<file path="src/rtl/start_req_queue.sv">
// start_req_queue: request FIFO feeding the IDLE/LOAD/DONE load controller.
// Stores payload words and, for each one, issues a single-cycle start pulse
// while the controller is IDLE. It then follows the transaction through LOAD
// and DONE before it issues the next request. An ACK timeout or a controller
// reset during RUN sets the sticky abort flag.
module start_req_queue #(
  parameter int DATA_W = 8,
  parameter int DEPTH  = 4
) (
  input  logic                   clk,
  input  logic                   reset,
  input  logic                   req_valid,
  input  logic [DATA_W-1:0]      req_data,
  output logic                   req_ready,
  input  logic [1:0]             fsm_state,
  output logic                   start,
  output logic [DATA_W-1:0]      load_data,
  output logic                   busy,
  output logic [$clog2(DEPTH):0] count,
  output logic [7:0]             drop_cnt,
  output logic                   abort
);

  localparam int PW = $clog2(DEPTH);
  localparam int CW = PW + 1;

  localparam logic [1:0] CTL_IDLE = 2'b00;
  localparam logic [1:0] CTL_LOAD = 2'b01;
  localparam logic [1:0] CTL_DONE = 2'b10;

  typedef enum logic [1:0] {
    S_WAIT = 2'd0,
    S_ACK  = 2'd1,
    S_RUN  = 2'd2
  } state_t;

  state_t            state;
  logic [1:0]        ack_cnt;
  logic [PW-1:0]     wr_ptr;
  logic [PW-1:0]     rd_ptr;
  logic [DATA_W-1:0] mem [DEPTH];

  logic push;
  logic drop;
  logic issue;

  // Readiness depends only on the occupancy before the edge. A full FIFO
  // therefore refuses an offer even when a pop happens at the same edge.
  assign req_ready = (count != CW'(DEPTH));
  assign push      = req_valid && req_ready;
  assign drop      = req_valid && !req_ready;
  assign issue     = (state == S_WAIT) && (count != '0) && (fsm_state == CTL_IDLE);
  assign busy      = (state != S_WAIT);

  // Payload storage, written on accepted offers.
  // NOTE: the storage array has no reset. Its contents are don't-care once the pointers and count are cleared, and leaving it unreset allows a plain RAM to be used.
  always_ff @(posedge clk) begin
    if (push) mem[wr_ptr] <= req_data;
  end

  // Pointers, occupancy and refused-offer counter. A push and a pop at the same edge leave the occupancy unchanged.
  // NOTE: every register uses non-blocking assignment, so each always_ff reads the pre-edge value of every other register.
  always_ff @(posedge clk) begin
    if (reset) begin
      wr_ptr   <= '0;
      rd_ptr   <= '0;
      count    <= '0;
      drop_cnt <= '0;
    end else begin
      if (push)  wr_ptr <= wr_ptr + 1'b1;
      if (issue) rd_ptr <= rd_ptr + 1'b1;
      case ({push, issue})
        2'b10:   count <= count + 1'b1;
        2'b01:   count <= count - 1'b1;
        default: count <= count;
      endcase
      if (drop && drop_cnt != 8'hFF) drop_cnt <= drop_cnt + 1'b1;
    end
  end

  // Issue FSM (WAIT -> ACK -> RUN -> WAIT) with registered start, load_data and abort.
  always_ff @(posedge clk) begin
    if (reset) begin
      state     <= S_WAIT;
      ack_cnt   <= '0;
      start     <= 1'b0;
      load_data <= '0;
      abort     <= 1'b0;
    end else begin
      // start is high only for the cycle after an issue edge.
      start <= issue;
      case (state)
        S_WAIT: begin
          if (issue) begin
            load_data <= mem[rd_ptr];
            ack_cnt   <= '0;
            state     <= S_ACK;
          end
        end
        S_ACK: begin
          if (fsm_state == CTL_LOAD) begin
            state <= S_RUN;
          end else if (ack_cnt == 2'd3) begin
            // This is the fourth edge without LOAD. The popped entry is discarded.
            state <= S_WAIT;
            abort <= 1'b1;
          end else begin
            ack_cnt <= ack_cnt + 1'b1;
          end
        end
        S_RUN: begin
          if (fsm_state == CTL_DONE) begin
            state <= S_WAIT;
          end else if (fsm_state == CTL_IDLE) begin
            // The controller returned to IDLE without passing through DONE.
            state <= S_WAIT;
            abort <= 1'b1;
          end
        end
        default: state <= S_WAIT;
      endcase
    end
  end

endmodule

</file>
<file path="config.mk">
export PLATFORM = sky130hd
export DESIGN_NAME = start_req_queue
export DESIGN_NICKNAME = d
export VERILOG_FILES = /design/src/rtl/start_req_queue.sv
export SDC_FILE = /design/constraint.sdc
export NUM_CORES = 1
export LEC_CHECK = 0
export CORE_AREA = 2 2 84 86
export CTS_BUF_LIST = sky130_fd_sc_hd__clkbuf_4
export CTS_CLUSTER_DIAMETER = 150
export DETAILED_ROUTE_END_ITERATION = 8
export DIE_AREA = 0 0 86 88
export GPL_TIMING_DRIVEN = 1
export PLACE_DENSITY = 0.75
export SYNTH_ARGS = -nofsm -noshare
export SYNTH_HDL_FRONTEND = slang
export SYNTH_SLANG_ARGS = --single-unit
</file>
<file path="constraint.sdc">
create_clock -name clk -period 2.25 [get_ports clk]
set_clock_uncertainty 0.05 [all_clocks]
set_input_delay 0.225 -clock clk [delete_from_list [all_inputs] [get_ports clk]]
set_output_delay 0.225 -clock clk [all_outputs]
set_load 0.05 [all_outputs]
</file>
==> impl_metrics.json <==
{
  "synthTopCellsByArea": "edfxtp_1 37%, dfxtp_1 22%, mux4_2 6.9%",
  "holdWs_ps": 392,
  "finalHoldViolations": 0,
  "start_util_pct": 39.4,
  "path_class": "reg2reg",
  "maxSlewHeadroom_pct": 57.0,
  "fin_util_pct": 49.5,
  "tns_ps": 0,
  "grt_antenna_before_repair": 0,
  "synth_area_per_cell_sq_um": 12.2,
  "cp.arrival_ps": 2530,
  "wl_mm": 5.21,
  "place_inst": 330,
  "p_per_area_nw_per_um2": 779,
  "synthFlopType": "edfxtp_1",
  "synth_area_sq_um": 2620,
  "synth_top_area_share_pct": 36.7,
  "syn2layout_area_growth_pct": 25.5,
  "cts_sinks": 61,
  "rr_worst_depth": 8,
  "nets": 282,
  "syn_nets": 235,
  "drcViolationCount": 0,
  "setup_violations": 0,
  "overflow": 0,
  "cts-buffers-inserted": 9,
  "n_antenna_cell": 0,
  "endpoint": "count[2]",
  "ff2ff_setup_slack_ps": 0.02,
  "synth_edf_count": 32,
  "core_area_sq_um": 6640,
  "cts-root-buf": "clkbuf_4",
  "hpwlAfterDp_mm": 3.56,
  "final.fill_count": 599,
  "cts_tree": "built",
  "pin_count": 36,
  "ys_top_cells_by_count": "32 x edfxtp_1, 29 x dfxtp_1, 18 x a21oi_1, 14 x nand3_1, 12 x inv_1",
  "required_ps": 2530,
  "fin_cells": 346,
  "detail-route-antenna-nets": 0,
  "period_share_pct": 100,
  "cts_setup_buffers": 0,
  "vias": 1867,
  "numPortBuffers": 35,
  "ys_warn_count": 0,
  "synthCells": 214,
  "grt_pass1_vias": 1774,
  "yosys.area_share.simple_pct": 13.5,
  "gp_routability_congestion": 0.762,
  "drive_above_1_share_pct": 19.9,
  "clockBufferDepth": 2,
  "firstDrtPassIters": 4,
  "yosys.area.top_type": "edfxtp_1",
  "hp-class": "in2reg",
  "synth_fa_ha_area_share_pct": 4.11,
  "grt_pass1_wl_mm": 8.70,
  "grt_max_degree": 33,
  "rr_endpoint": "count[2]",
  "worst_pin_slew_ps": 644,
  "cp-startpoint": "state[1]",
  "status": "finished clean",
  "design.die.area_sq_um": 7570,
  "cp_max_fo": 2,
  "grt_use_total_pct": 15.4,
  "ir_worst_vdd_mv": 0.333,
  "synthMuxAreaShare_pct": 8.12,
  "rsz0062_at_grt": "yes",
  "wl_per_cell_um": 15.1,
  "synth_top_family_by_area": "simple AND/OR/NAND/NOR gates",
  "timing.final.ws_setup_ps": 0.0162,
  "drt_iter0_drc": 64,
  "p_leak_nw": 1.14,
  "slew_viol_final": 0,
  "via_per_inst": 5.40,
  "synth_seq_cells": 61,
  "fmax_mhz": 444,
  "rows": 30,
  "synth_xor_xnor_area_share_pct": 0.669,
  "startpoint_type": "flop",
  "holdCritStartpoint": "req_data[4]",
  "rr_startpoint": "state[1]",
  "postCtsHoldBufs": 0,
  "clk_pin_slew_ps": 120,
  "synth-async-reset-ratio_pct": 0,
  "critPathMaxStageDelay_ps": 560,
  "crit_path_end_kind": "flop",
  "pre_cts_ws_ps": -306,
  "yosysMostFrequentCell": "edfxtp_1",
  "die_x_um": 86,
  "crit_path_top_delay_cell": "or4_4",
  "worstSkewPairLatency_ps": 410,
  "cts-htree-levels": 3,
  "path_cells": "or4_4 -> nor2_4 -> ha_4 -> inv_1 -> fa_2 -> xor2_1 -> or3_1 -> a21oi_1",
  "max_cap_violations": 0,
  "yosysSeqAreaShare_pct": 58.9,
  "synth-compound-area-share_pct": 11.1,
  "ys_types": 44,
  "layout_min_cycle_time_ps": 2250,
  "die_h_um": 88
}
## final cells by class
cell class              instances  area (sq um)  share of cell area, %
flip-flops and latches         61          1550                   47.2
multi-input cells             129          1010                   30.9
repair buffers                 48           447                   13.6
well taps                      80           100                   3.05
clock buffers                   9          67.6                   2.06
clock inverters                 7          60.1                   1.83
inverters                      12          45.0                   1.37
## registers in the layout (all words and copies together), names as in the netlist
name	flops
wr_ptr	2
mem	32
count	3
start	1
load_data	8
drop_cnt	8
ack_cnt	2
abort	1
rd_ptr	2
state	2
## worst max-delay path, delay by kind of cell (launching register included)
| family | cells | cell delay, ps |
|---|---|---|
| adders and majority gates | 2 | 470 |
| and+or+nand+nor | 3 | 1010 |
| AOI/OAI and AO/OA | 1 | 120 |
| xor gates and xnor gates | 1 | 150 |
| buffers and inverters | 1 | 50 |
| DFF | 1 | 340 |
## cells by family after synthesis
group,Yosys count
mux,11
buf+inv,24
fa+ha+maj,8
simple gates,62
xor+xnor,2
flops,61
compound gates,46
## how the worst min path moves through the flow
| stage | cells after the start | endpoint |
|---|---|---|
| 6_report | 1 | mem[1][4] |
| 2_1_floorplan | 0 | mem[0][0] |
| 3_3_place_gp | 2 | ack_cnt[1] |
| 4_1_cts | 1 | mem[1][4] |
| 3_5_place_dp | 2 | ack_cnt[1] |
| 5_1_grt | 1 | mem[2][0] |
## where the power goes
group | total (mW) | switching, mW | leakage [nW] | internal [mW]
Clock | 0.698 | 0.455 | 0.0724 | 0.243
Sequential | 1.30 | 0.0519 | 0.531 | 1.25
Combinational | 0.563 | 0.337 | 0.534 | 0.226
Total | 2.56 | 0.844 | 1.14 | 1.71
## layout by cell type (no fill, tap or decap), types with 3 or more instances in the layout
master and n:
edfxtp_1 32, and3_1 8, nor2b_1 4, clkbuf_4 9, nand2_1 6, a311oi_1 3
or3_1 3, nor2_1 9, a211oi_1 4, clkdlybuf4s50_1 34, buf_4 13, mux4_2 8
nor3_1 3, a21oi_1 18, ha_1 6, o21ai_0 10, nand3_1 14, dfxtp_1 25
clkinv_4 4, inv_1 12
## through the flow
| step | area (sq um) | total power [mW] |
|---|---|---|
| floorplan | 2680 | 1.70 |
| global placement | 3160 | 1.87 |
| detailed placement | 3160 | 1.89 |
| CTS | 3280 | 2.58 |
| global route | 3290 | 2.70 |
| finish | 3290 | 2.56 |
## timing repair
| item | in CTS | in global routing |
|---|---|---|
| gates resized for setup | 1 | 1 |
| setup endpoints to repair | 2 | 1 |
| pin swaps | 1 | 0 |
## routing by layer
layer | wire (um) | track usage (%)
met3 | 270 | 5.37
met4 | 83 | 7.50
met1 | 2350 | 19.6
met2 | 2510 | 23.5
met5 | 0 | 0
Power figures use the tool's default switching activity.
